===== src/rtl/cordic_z_sequencer.sv =====
// ---------------------------------------------------------------------------
// cordic_z_sequencer
//
// Steps a CORDIC Z-path (angle) datapath through ITER iterations.
// The sequencer holds the current angle, iteration index and rotation
// direction for LAT+1 cycles per iteration. The downstream Z-rotation stage
// turns these into zfb after LAT cycles, and the sequencer captures zfb on
// the last phase cycle of each iteration.
//
// Optional feature (macro CORDIC_Z_FOLD_EN):
//   On start, an angle whose magnitude exceeds pi/2 is folded by pi.
//   quad_flip reports the fold. When the macro is undefined, z0 is loaded
//   unchanged and quad_flip is tied low.
//
// Ports:
//   clock      : single clock, rising edge
//   rst_n      : synchronous active-low reset
//   start      : begin an operation (sampled only in IDLE)
//   z0         : signed initial angle (2^(DSIZE-1) = pi), sampled with start
//   zfb        : signed angle returned by the downstream Z-rotation stage
//   Zin        : signed angle presented to the stage (0 in IDLE)
//   I          : iteration index / LUT address (0 in IDLE)
//   direction  : 1 when Zin >= 0, 0 when Zin < 0 (0 in IDLE)
//   busy       : high whenever the FSM is not in IDLE
//   done       : one-cycle pulse; z_res valid
//   z_res      : final residual angle, held until the next done
//   quad_flip  : z0 was folded by pi (valid with done)
//   state_dbg  : current FSM state (IDLE=0, ITER=1, DONE=2)
//
// Handshake: start is a request with no ready. It is honoured only on a
// rising edge where the FSM is in IDLE. Starts that arrive while busy are
// dropped, not queued.
// ---------------------------------------------------------------------------
module cordic_z_sequencer #(
  parameter int DSIZE = 16,
  parameter int PSIZE = 5,
  parameter int ITER  = 16,
  parameter int LAT   = 2
) (
  input  logic                    clock,
  input  logic                    rst_n,
  input  logic                    start,
  input  logic signed [DSIZE-1:0] z0,
  input  logic signed [DSIZE-1:0] zfb,
  output logic signed [DSIZE-1:0] Zin,
  output logic        [PSIZE-1:0] I,
  output logic                    direction,
  output logic                    busy,
  output logic                    done,
  output logic signed [DSIZE-1:0] z_res,
  output logic                    quad_flip,
  output logic        [1:0]       state_dbg
);

  localparam logic [1:0] S_IDLE = 2'd0;
  localparam logic [1:0] S_ITER = 2'd1;
  localparam logic [1:0] S_DONE = 2'd2;

  // The phase counter must be able to hold the value LAT.
  localparam int CW = (LAT < 1) ? 1 : $clog2(LAT + 1);
  localparam logic [CW-1:0]    C_LAST = CW'(LAT);
  localparam logic [PSIZE-1:0] K_LAST = PSIZE'(ITER - 1);

  logic [1:0]              state_q, state_d;
  logic [PSIZE-1:0]        k_q, k_d;
  logic [CW-1:0]           c_q, c_d;
  logic signed [DSIZE-1:0] z_reg_q, z_reg_d;
  logic signed [DSIZE-1:0] z_res_q, z_res_d;
  logic signed [DSIZE-1:0] z_load;
  logic                    fold_need;

`ifdef CORDIC_Z_FOLD_EN
  localparam logic signed [DSIZE-1:0] QTR_POS = {2'b01, {(DSIZE-2){1'b0}}};
  localparam logic signed [DSIZE-1:0] QTR_NEG = {2'b11, {(DSIZE-2){1'b0}}};
  localparam logic        [DSIZE-1:0] PI_BIT  = {1'b1, {(DSIZE-1){1'b0}}};

  logic qf_q, qf_d;

  // Flipping the sign bit adds pi modulo 2^DSIZE. The limits are exclusive,
  // so exactly +/- pi/2 is left unfolded.
  always_comb begin
    fold_need = (z0 > QTR_POS) || (z0 < QTR_NEG);
    z_load    = fold_need ? (z0 ^ PI_BIT) : z0;
  end

  always_comb begin
    qf_d = qf_q;
    if (state_q == S_IDLE && start) begin
      qf_d = fold_need;
    end
  end

  always_ff @(posedge clock) begin
    if (!rst_n) begin
      qf_q <= 1'b0;
    end else begin
      qf_q <= qf_d;
    end
  end

  assign quad_flip = qf_q;
`else
  always_comb begin
    fold_need = 1'b0;
    z_load    = z0;
  end

  assign quad_flip = fold_need;
`endif

  always_comb begin
    state_d = state_q;
    k_d     = k_q;
    c_d     = c_q;
    z_reg_d = z_reg_q;
    z_res_d = z_res_q;
    case (state_q)
      S_IDLE: begin
        if (start) begin
          state_d = S_ITER;
          z_reg_d = z_load;
          k_d     = '0;
          c_d     = '0;
        end
      end
      S_ITER: begin
        if (c_q == C_LAST) begin
          z_reg_d = zfb;
          c_d     = '0;
          if (k_q == K_LAST) begin
            state_d = S_DONE;
            k_d     = '0;
            // The final capture also loads z_res, so the result is already
            // on the output during the done cycle rather than one cycle
            // later.
            z_res_d = zfb;
          end else begin
            k_d = k_q + PSIZE'(1);
          end
        end else begin
          c_d = c_q + CW'(1);
        end
      end
      S_DONE: begin
        state_d = S_IDLE;
        k_d     = '0;
        c_d     = '0;
      end
      default: begin
        state_d = S_IDLE;
        k_d     = '0;
        c_d     = '0;
      end
    endcase
  end

  always_ff @(posedge clock) begin
    if (!rst_n) begin
      state_q <= S_IDLE;
      k_q     <= '0;
      c_q     <= '0;
      z_reg_q <= '0;
      z_res_q <= '0;
    end else begin
      state_q <= state_d;
      k_q     <= k_d;
      c_q     <= c_d;
      z_reg_q <= z_reg_d;
      z_res_q <= z_res_d;
    end
  end

  assign busy      = (state_q != S_IDLE);
  assign done      = (state_q == S_DONE);
  assign Zin       = busy ? z_reg_q : '0;
  assign I         = busy ? k_q : '0;
  assign direction = busy & ~z_reg_q[DSIZE-1];
  assign z_res     = z_res_q;
  assign state_dbg = state_q;

endmodule

===== config.mk =====
export PLATFORM = sky130hd
export DESIGN_NAME = cordic_z_sequencer
export DESIGN_NICKNAME = d
export VERILOG_FILES = /design/src/rtl/cordic_z_sequencer.sv
export SDC_FILE = /design/constraint.sdc
export NUM_CORES = 1
export LEC_CHECK = 0
export CAP_MARGIN = 10
export CORE_UTILIZATION = 45
export DETAILED_ROUTE_END_ITERATION = 8
export DONT_BUFFER_PORTS = 1
export SLEW_MARGIN = 20
export SYNTH_ARGS = -nofsm -noshare
export SYNTH_HDL_FRONTEND = slang
export SYNTH_SLANG_ARGS = --single-unit

===== constraint.sdc =====
create_clock -name clock -period 1.9 [get_ports clock]
set_input_delay 0.57 -clock clock [delete_from_list [all_inputs] [get_ports clock]]
set_output_delay 0.57 -clock clock [all_outputs]
set_load 0.01 [all_outputs]

Word-level counts from Yosys, hierarchy flattened
Index checks and enable logic that the tools add are counted.
{"block": "classes", "n_addsub": 2, "reduce_logical": 7, "eq_ne": 7, "n_bitwise": 2, "n_mux": 16}
{"operator": "16-bit 2-to-1 mux", "count": 3}
{"operator": "16-bit case mux with 2 select lines", "count": 1}
{"operator": "5-bit 2-to-1 mux", "count": 4}
{"operator": "2-bit 2-to-1 mux", "count": 5}
{"operator": "5-bit case mux with 2 select lines", "count": 1}
{"operator": "3-bit AND reduction", "count": 3}
{"operator": "2-bit case mux with 2 select lines", "count": 2}
{"operator": "2-bit inequality test (second input constant)", "count": 3}
{"operator": "5-bit by 1-bit adder with 5-bit output (second input constant)", "count": 1}
{"operator": "5-bit by 4-bit equality test with 1-bit output (second input constant)", "count": 1}
{"operator": "2-bit equality test (second input constant)", "count": 2}
{"operator": "2-bit nonzero test", "count": 2}
{"operator": "2-bit by 1-bit adder with 2-bit output (second input constant)", "count": 1}
{"operator": "2-bit by 1-bit equality test with 1-bit output (second input constant)", "count": 1}
{"operator": "2-bit logical NOT", "count": 1}
{"operator": "2-bit AND reduction", "count": 1}
{"operator": "1-bit bitwise AND", "count": 1}
{"operator": "1-bit NOT", "count": 1}
{"block": "word_totals", "output_inout_bits": 43, "reg_bits": 41, "inputBits": 35, "word_cells": 39}

Longest topological paths before layout
Gate-level depths: netlist of the first run.
{"block": "logic_depth", "ltp_word": 4, "depth_mapped": 6, "ltp_nobuf": 5}

Worst setup path before layout of the first run
Ideal clock, no wire load.
{"block": "synth_timing", "path_type": "flip-flop to output port", "start": "register state_q[0], in the netlist state_dbg[0]", "end": "output Zin[10]", "t_arrival_ns": 1.123, "required_ns": 1.330, "path_slack_ns": 0.207, "stages_incl_launch_ff": 5, "path_buffers": 2, "cell_sequence": "dfxtp_1 -> buf_4 -> nor2_1 -> clkbuf_1 -> nor2b_1"}
{"block": "synth_between", "elab_chain_cells": 2}
{"element": "start: declaration", "line_no": "64", "text": "logic [1:0] state_q, state_d;"}
{"element": "start signal: assignment", "line_no": "165", "text": "state_q <= state_d;"}
{"element": "2-bit nonzero test", "line_no": "173", "text": "assign busy = (state_q != S_IDLE);"}
{"element": "16-bit 2-to-1 mux", "line_no": "175", "text": "assign Zin = busy ? z_reg_q : '0;"}
{"element": "end: declaration", "line_no": "45", "text": "output logic signed [DSIZE-1:0] Zin,"}
No other way between the ends.

Worst setup path after layout of the first run
Same ends and word-level chain as after synthesis.

==> flow_summary.json, run 1 <==
{
  "crit_slowest_cell": "dfxtp_1",
  "wl_microns": 4550,
  "clkSinkCount": 41,
  "syn_inst": 221,
  "cp-end-kind": "primary output",
  "skew_ps": 9.64,
  "dp_slack_ps": 284,
  "arrival_ps": 1170,
  "clock_latency_ps": 300,
  "initial_core_util_pct": 47.7,
  "htreeDepth": 2,
  "drcViolationCount": 0,
  "antenna_left": 0,
  "peakVddDrop_mv": 0.548,
  "fillerInstances": 364,
  "status": "complete, no violations",
  "critPathBufInv": 2,
  "finalPower_uw": 1810,
  "die_y_microns": 67.6,
  "fin_nets": 276,
  "p_leak_uw": 0.00105,
  "avgSynthCellArea_sq_um": 8.76,
  "dpl.hpwl_microns": 3340,
  "synth_common_cells": "dfxtp_1 (41), nand2_1 (34), nor2b_1 (23)",
  "die_width_microns": 67.6,
  "seq_area_sq_um": 821,
  "grt_util_all_layers_pct": 21.3,
  "final_util_pct": 55.2,
  "yosysMostFrequentCell": "dfxtp_1",
  "ctsHoldBuffers": 0,
  "powerDensity_nw_per_um2": 807,
  "dr.pass1.iters": 4,
  "clockBufferDepth": 2,
  "drt_iter0_drc": 76,
  "cts_tree": "built",
  "syn_area_sq_um": 1940,
  "rows": 23,
  "setup_viol": 0,
  "syn_to_final_growth_pct": 15.7,
  "synth_area_leaders": "dfxtp_1 (42%), mux2i_1 (8.3%), o211a_1 (8.3%), nor2b_1 (7.4%), nand2_1 (6.6%)",
  "path_cells": "nor2_2 -> buf_6 -> nor2b_1 -> buf_4",
  "grt_antenna_before_repair": 0,
  "syn-num-nets": 257,
  "multiInputGateArea_sq_um": 1010,
  "synth_seq_area_share_pct": 42.4,
  "rsz0062_at_grt": "no",
  "synth-simple-area-share_pct": 26.6,
  "yosys.area.top_type": "dfxtp_1",
  "via_count": 1599,
  "drive_above_1_share_pct": 17.4,
  "core-area_sq_um": 4060,
  "fmax_ghz": 0.573,
  "synth_edf_count": 0,
  "cts_root_buffer": "clkbuf_8",
  "synthAdderAreaFrac_pct": 0.646,
  "synth_top_flop_cell": "dfxtp_1",
  "worst_slack_ps": 155,
  "die-area_sq_um": 4570,
  "synth_top_family_by_area": "simple AND/OR/NAND/NOR gates",
  "via_per_inst": 5.49,
  "grt_max_degree": 51,
  "wl_per_cell_microns": 15.6,
  "final-hold-violation-count": 0,
  "overflow": 0,
  "cpPeakStageDelay_ps": 340,
  "finalCritPeriodShare_pct": 91.8,
  "synth-compound-area-share_pct": 16.3,
  "numPortBuffers": 0,
  "ys_ff_latch": 41,
  "io-pin-count": 78,
  "maxCapViolCount": 0,
  "path_max_fanout": 17,
  "synthMuxAreaShare_pct": 8.27,
  "synth_xor_area_share_pct": 0,
  "antenna_cells": 0,
  "yosysWarnings": 0,
  "report.final.slew_viol_count": 0,
  "fin_tns_setup_ps": 0,
  "grt_pass1_wl_microns": 7000,
  "required_ps": 1330,
  "yosysUniqueCellTypes": 32,
  "cts_buffers": 5,
  "cp_top_family": "flip-flops",
  "yosysTopAreaCellShare_pct": 42.4,
  "critPathKind": "register to primary output",
  "path_clk_slew_ps": 80,
  "async_reset_ff_share_pct": 0,
  "hp-class": "primary input to register",
  "gp_congestion": 0.786,
  "startpoint_type": "register",
  "layout_min_cycle_time_ps": 1740,
  "grt_pass1_vias": 1474
}
[worst reg2reg max path: stages (launching register included)]
cell and delay [ps]:
dfxtp_1 380, buf_4 280, nand3b_4 180, a21oi_2 160, buf_4 300, nand2_1 110, o211a_1 140
[area by class of cell]
class | count | area share (%)
multi-input combinational | 160 | 45.1
sequential | 41 | 36.6
timing repair buffer | 29 | 9.88
clock buffer | 5 | 3.07
tap | 50 | 2.79
clock inverter | 3 | 2.07
inverter | 3 | 0.503
[worst paths after layout]
path / slack (ps) / start / depth (start not counted) / end
worst min register to register: 500 / z_reg_q[9] / 1 / z_reg_q[9]
worst max-delay path: 160 / state_dbg[0] / 4 / Zin[10]
worst max register to register: 260 / state_dbg[0] / 6 / z_reg_q[6]
worst min-delay path: 400 / zfb[9] / 2 / z_res[9]
[stage by stage]
| step | instance area (sq um) | hold slack (ps) | std cells |
|---|---|---|---|
| after floorplan | 1940 | 459 | 221 |
| after global placement | 2120 | 480 | 283 |
| after CTS | 2230 | 385 | 291 |
| after global routing | 2240 | 391 | 291 |
| after detailed placement | 2120 | 480 | 283 |
| final | 2240 | 400 | 291 |
[power by group]
part	switching (uW)	leakage, uW	internal, uW	total, uW
clock network	318	0.0000543	393	711
registers	19.3	0.000334	892	911
logic	93.7	0.000663	92.7	186
total	431	0.00105	1380	1810
[placed cells by master, fill, tap and decap left out]
cell | Yosys | final
o211a_1 | 16 | 16
a31oi_1 | 1 | 1
nand3b_4 | 1 | 1
o2111ai_1 | 1 | 1
nor2b_1 | 23 | 23
inv_1 | 3 | 3
nand4b_1 | 1 | 1
nor3_1 | 3 | 3
buf_4 | 6 | 28
clkbuf_8 | 0 | 5
clkinvlp_4 | 0 | 1
nor3_4 | 1 | 1
a22oi_1 | 1 | 1
nor2_1 | 8 | 7
nor2_2 | 0 | 1
o41ai_1 | 1 | 1
conb_1 | 1 | 1
and3_1 | 1 | 1
ha_1 | 1 | 1
nand4b_2 | 1 | 1
buf_6 | 1 | 1
mux2i_1 | 16 | 16
nand2b_1 | 2 | 2
nand3b_1 | 1 | 1
o21ai_0 | 12 | 12
a21oi_2 | 1 | 1
a21oi_1 | 4 | 4
o21ai_1 | 7 | 7
nand2_1 | 34 | 34
nand4_1 | 1 | 1
nand3_1 | 20 | 20
and2_1 | 1 | 1
dfxtp_1 | 41 | 41
bufinv_16 | 0 | 1
clkinv_4 | 0 | 1
[registers in the layout, indices dropped and copies added (netlist names)]
register,flops
k_q,5
z_reg_q,16
z_res,16
c_q,2
state_dbg,2
[cell families (layout without fill, tap and decap cells)]
family	after synthesis	in the layout
flops	41	41
buf+inv	20	40
other cells	1	1
fa+ha+maj	1	1
mux	16	16
compound gates	44	44
simple gates	98	98
[layer usage]
metal  track usage (%)  up-vias  part of all wire, %
met5                 0        -                    0
met4              9.57        0                  1.9
met3              7.26        8                  8.3
met2              37.7       62                   51
met1              22.6      725                   39
li1                  -      804                    -
[what timing repair did]
| action | in CTS | in global routing |
|---|---|---|
| setup endpoints to repair | 0 | 17 |
| setup buffers | 0 | 0 |
| gates resized for setup | 0 | 2 |
Note: power is estimated with default switching activity, not from simulation.
==> run 2: changes to the inputs <==
Settings changed: CAP_MARGIN 10 to 20.
==> results of run 2 <==
Final layout, timing and power as in run 1 (identical DEF).
==> run 3: changes to the inputs <==
Settings changed: GPL_TIMING_DRIVEN set to 1.
==> results of run 3 <==
Final layout, timing and power as in run 1 (identical DEF).
